File: src/rtl/register_file_pkg.sv
// Shared definitions for the general-purpose register file and the datapath.
package register_file_pkg;

    localparam int unsigned WORD_WIDTH     = 32;
    localparam int unsigned REG_ADDR_WIDTH = 5;
    localparam int unsigned NUM_REGS       = 2 ** REG_ADDR_WIDTH;
    localparam int unsigned REG_ZERO       = 0;

    typedef logic [REG_ADDR_WIDTH-1:0] reg_addr_t;
    typedef logic [WORD_WIDTH-1:0]     word_t;

    // True when the index names the hardwired zero register.
    function automatic logic is_zero_reg(input reg_addr_t idx);
        return idx == reg_addr_t'(REG_ZERO);
    endfunction

endpackage

File: src/rtl/gprf_read_port.sv
// Combinational read-port mux; index 0 always returns zero.
module gprf_read_port
    import register_file_pkg::*;
#(
    parameter int unsigned DATA_WIDTH = WORD_WIDTH,
    parameter int unsigned ADDR_WIDTH = REG_ADDR_WIDTH
) (
    input  logic [(2**ADDR_WIDTH)-1:0][DATA_WIDTH-1:0] regs,
    input  logic [ADDR_WIDTH-1:0]                      address,
    output logic [DATA_WIDTH-1:0]                      data
);

    // Select the addressed entry, forcing zero for the zero register.
    always_comb begin
        data = '0;
        if (address != '0) begin
            data = regs[address];
        end
    end

endmodule

File: src/rtl/register_file.sv
// 32 x 32 general-purpose register file: two combinational reads, one
// synchronous write, register 0 hardwired to zero.
module register_file
    import register_file_pkg::*;
#(
    parameter int unsigned DATA_WIDTH = WORD_WIDTH,
    parameter int unsigned ADDR_WIDTH = REG_ADDR_WIDTH
) (
    input  logic                  clk,
    input  logic                  rst,
    input  logic [ADDR_WIDTH-1:0] address_A,
    input  logic [ADDR_WIDTH-1:0] address_B,
    input  logic [ADDR_WIDTH-1:0] address_W,
    input  logic [DATA_WIDTH-1:0] write_data,
    input  logic                  write_enable,
    output logic [DATA_WIDTH-1:0] reg_A,
    output logic [DATA_WIDTH-1:0] reg_B
);

    localparam int unsigned Depth = 2 ** ADDR_WIDTH;

    // Register 0 has no storage; only entries 1..Depth-1 are flops.
    logic [DATA_WIDTH-1:0]                 regs_q [1:Depth-1];
    logic [Depth-1:0]                      wr_sel;
    logic [Depth-1:0][DATA_WIDTH-1:0]      regs_view;

    // One-hot write select; writes to register 0 are dropped here.
    always_comb begin
        wr_sel = '0;
        if (write_enable && (address_W != '0)) begin
            wr_sel[address_W] = 1'b1;
        end
    end

    // Storage: async clear has priority, so writes during reset are ignored.
    always_ff @(posedge clk or negedge rst) begin
        if (!rst) begin
            for (int i = 1; i < Depth; i++) begin
                regs_q[i] <= '0;
            end
        end else begin
            for (int i = 1; i < Depth; i++) begin
                if (wr_sel[i]) begin
                    regs_q[i] <= write_data;
                end
            end
        end
    end

    // Packed view of the file with a constant zero in slot 0.
    always_comb begin
        regs_view    = '0;
        for (int i = 1; i < Depth; i++) begin
            regs_view[i] = regs_q[i];
        end
    end

    gprf_read_port #(
        .DATA_WIDTH (DATA_WIDTH),
        .ADDR_WIDTH (ADDR_WIDTH)
    ) u_read_a (
        .regs    (regs_view),
        .address (address_A),
        .data    (reg_A)
    );

    gprf_read_port #(
        .DATA_WIDTH (DATA_WIDTH),
        .ADDR_WIDTH (ADDR_WIDTH)
    ) u_read_b (
        .regs    (regs_view),
        .address (address_B),
        .data    (reg_B)
    );

endmodule

File: config.mk
export PLATFORM = sky130hd
export DESIGN_NAME = register_file
export DESIGN_NICKNAME = d
export VERILOG_FILES = /design/src/rtl/register_file_pkg.sv /design/src/rtl/gprf_read_port.sv /design/src/rtl/register_file.sv
export SDC_FILE = /design/constraint.sdc
export NUM_CORES = 2
export LEC_CHECK = 0
export BUFFER_PORTS_ARGS = -buffer_cell sky130_fd_sc_hd__buf_2
export CAP_MARGIN = 20
export CORE_MARGIN = 2
export CORE_UTILIZATION = 40
export CTS_BUF_LIST = sky130_fd_sc_hd__clkbuf_4 sky130_fd_sc_hd__clkbuf_8
export DETAILED_ROUTE_END_ITERATION = 6
export GPL_ROUTABILITY_DRIVEN = 0
export PLACE_DENSITY = 0.61
export SLEW_MARGIN = 40
export SYNTH_ARGS = -nofsm -noshare
export SYNTH_HDL_FRONTEND = slang
export SYNTH_SLANG_ARGS = --single-unit
File: constraint.sdc
create_clock -name clk -period 2.03 [get_ports clk]
set_input_delay 0.406 -clock clk [delete_from_list [all_inputs] [get_ports clk]]
set_output_delay 0.406 -clock clk [all_outputs]
set_load 0.02 [all_outputs]
==> impl_metrics.tcl <==
set metrics [dict create \
    r2r_setup_slack_ns 1.02 \
    p_total_uw 60890 \
    crit_family "multiplexers" \
    portBuffers 113 \
    wirelength_um 188900 \
    dp_slack_ns -0.8575 \
    cts_root_buf "clkbuf_8" \
    slew_viol_final 0 \
    sw_frac_of_total 0.2974 \
    io_pins 114 \
    cts-buffers-inserted 169 \
    area_growth_syn_to_layout_pct 25.43 \
    relSlewSlack 0.4763 \
    largest_reg_flops 992 \
    crit_slowest_cell "mux4_2" \
    synth_nets 4101 \
    clk_pin_slew_worst_paths_ns 0.07 \
    mostFrequentLayoutCells "mux2_2 (1016), dfrtp_1 (992), mux2i_1 (641)" \
    rsz0062_at_grt "true" \
    status "finished with violations" \
    grt_pass1_vias 40160 \
    worstMarginPinSlew_ns 0.7840 \
    insertion_delay_ns 0.88 \
    switchingPower_uw 18110 \
    final_layout_size_suffix_gt1_frac 0.5217 \
    seq_area_um2 24820 \
    comb_power_share 0.239 \
    place_hpwl_um 127100 \
    htree_num_levels 4 \
    clockBufferDepth 3 \
    multiInputGateArea_um2 28420 \
    vias_per_cell 6.051 \
    max_stage_delay_ns 0.48 \
    p_per_area_nw_per_um2 908.5 \
    critPathKind "reg2out" \
    cap_violations 0 \
    ys_seq_area_frac 0.4646 \
    drt_pass1_iterations 5 \
    synth_cell_types 34 \
    synth-seq-cells 992 \
    grt_first_pass_wirelength_um 277700 \
    grtUsageTotal 0.2766 \
    drt-wirelength-per-cell_um 29.38 \
    violations "setup timing" \
    setup_violations 64 \
    coreArea_um2 133000 \
    crit_chain "mux4_2 > a22o_1 > a31oi_2 > buf_4 > nor3_4 > buf_6" \
    dieArea_um2 136500 \
    min_period_ns 2.994 \
    cell_internal_pwr_uw 42780 \
    rows 134 \
    synth_cells 4051 \
    hold_path.class "in2reg" \
    vias 38910 \
    post-route-period-util 1.475 \
    path_max_fanout 3 \
    synth_flop_cell "dfrtp_1" \
    end_kind "output pin" \
    final_common_cell "mux2_2" \
    max_freq_mhz 334.0 \
    fin_hold_ws_ns 0.1278 \
    hold_viol 0 \
    ir_drop_uv 609.7 \
    layout_setup_ws_ns -0.9636 \
    synth_area_um2 53430 \
    grt-ovfl-total 0 \
    fin_worst_skew_ns 0 \
    grt_antenna_before_repair 13 \
    start_util 0.4019 \
    power.share.clock 0.324 \
    fin_tns_setup_ns -54.98 \
    async_flop_share 1.000 \
    start_kind "flip-flop" \
    path_buf_inv 2 \
    critical_path_required_ns 1.62 \
    nFillCells 11400 \
    ant_nets 0 \
    top_register "regs_q" \
    grt_max_degree 101 \
    cts_tree "yes" \
    drc 0 \
    yosysWarnings 0 \
    synth_edf_count 0 \
    pwr-share-seq 0.437 \
    die_height_um 369.5 \
    die_w_um 369.5 \
    nets 4573 \
    syn_avg_cell_area_um2 13.19 \
    leakage_uw 0.03017 \
    reg_top3 "regs_q (992)" \
    crit_arrival_ns 2.59 \
    clock_sinks 992 \
    first_iter_violations 2893 \
]
power by group through the flow:
stage | logic [uW] | clock network, uW | registers (uW)
after floorplan | 9510 | 0 | 25900
after global placement | 13500 | 0 | 26700
after detailed placement | 13800 | 0 | 26800
after CTS | 14400 | 20100 | 26500
after global routing | 15500 | 21000 | 27100
final | 14500 | 19700 | 26600
worst paths after layout:
check | startpoint | endpoint | cells past startpoint
setup / recovery | regs_q[606] | reg_A[30] | 6
hold / removal | write_data[16] | regs_q[976] | 2
setup reg to reg | regs_q[587] | regs_q[587] | 3
hold reg to reg | regs_q[556] | regs_q[556] | 1
max in group asynchronous | rst | regs_q[369] | 3
min in group asynchronous | rst | regs_q[313] | 3
cell families after synthesis:
logic type	Yosys count	share of synthesized area
multiplexers	1826	0.3970
AO/OA/AOI/OAI	509	0.06700
flip-flops	992	0.4646
AND/OR/NAND/NOR	299	0.03021
buffers and inverters	425	0.04119
what timing repair did:
item	4_1_cts	5_1_grt
resized for setup	203	23
pin swaps	89	37
hold endpoints to repair	992	0
setup buffers	16	14
setup endpoints to repair	64	64
cloned	0	0
hold buffers	2	0
layer usage:
| metal | vias up | wire length, um | global-route usage |
|---|---|---|---|
| li1 | 16450 | - | - |
| met1 | 20660 | 81910 | 0.3778 |
| met2 | 1437 | 86490 | 0.4286 |
| met3 | 366 | 13290 | 0.05852 |
| met4 | 6 | 7222 | 0.1093 |
| met5 | - | 34 | 0 |
area by class of cell:
type | instances | area share
tap | 1768 | 0.03301
clock inverter | 38 | 0.005564
sequential | 992 | 0.3704
antenna | 9 | 0.0003361
multi-input combinational | 2634 | 0.4240
clock buffer | 264 | 0.04936
timing repair buffer | 726 | 0.1173
synthesized netlist by cell type (32+ instances only):
cell type,count,area share
nor3_1,161,0.015
o22ai_1,256,0.030
a21oi_1,32,0.0030
mux4_2,129,0.054
nor2b_1,36,0.0042
buf_2,133,0.012
mux2_1,37,0.0078
clkbuf_1,181,0.013
buf_4,85,0.012
a221o_1,63,0.012
a22oi_1,63,0.0089
mux2_2,1019,0.21
a211oi_1,32,0.0045
dfrtp_1,992,0.46
mux2i_1,641,0.12
nor4_1,32,0.0037
stage by stage:
| step | std cells | instance area [um^2] | utilization |
|---|---|---|---|
| global route | 6426 | 67010 | 0.5040 |
| finish | 6431 | 67020 | 0.5041 |
| CTS | 6411 | 66790 | 0.5023 |
| detailed placement | 6114 | 62210 | 0.4679 |
| floorplan | 4051 | 54870 | - |
| global placement | 6114 | 62210 | 0.4679 |
Note: power is estimated with default switching activity, not from simulation.
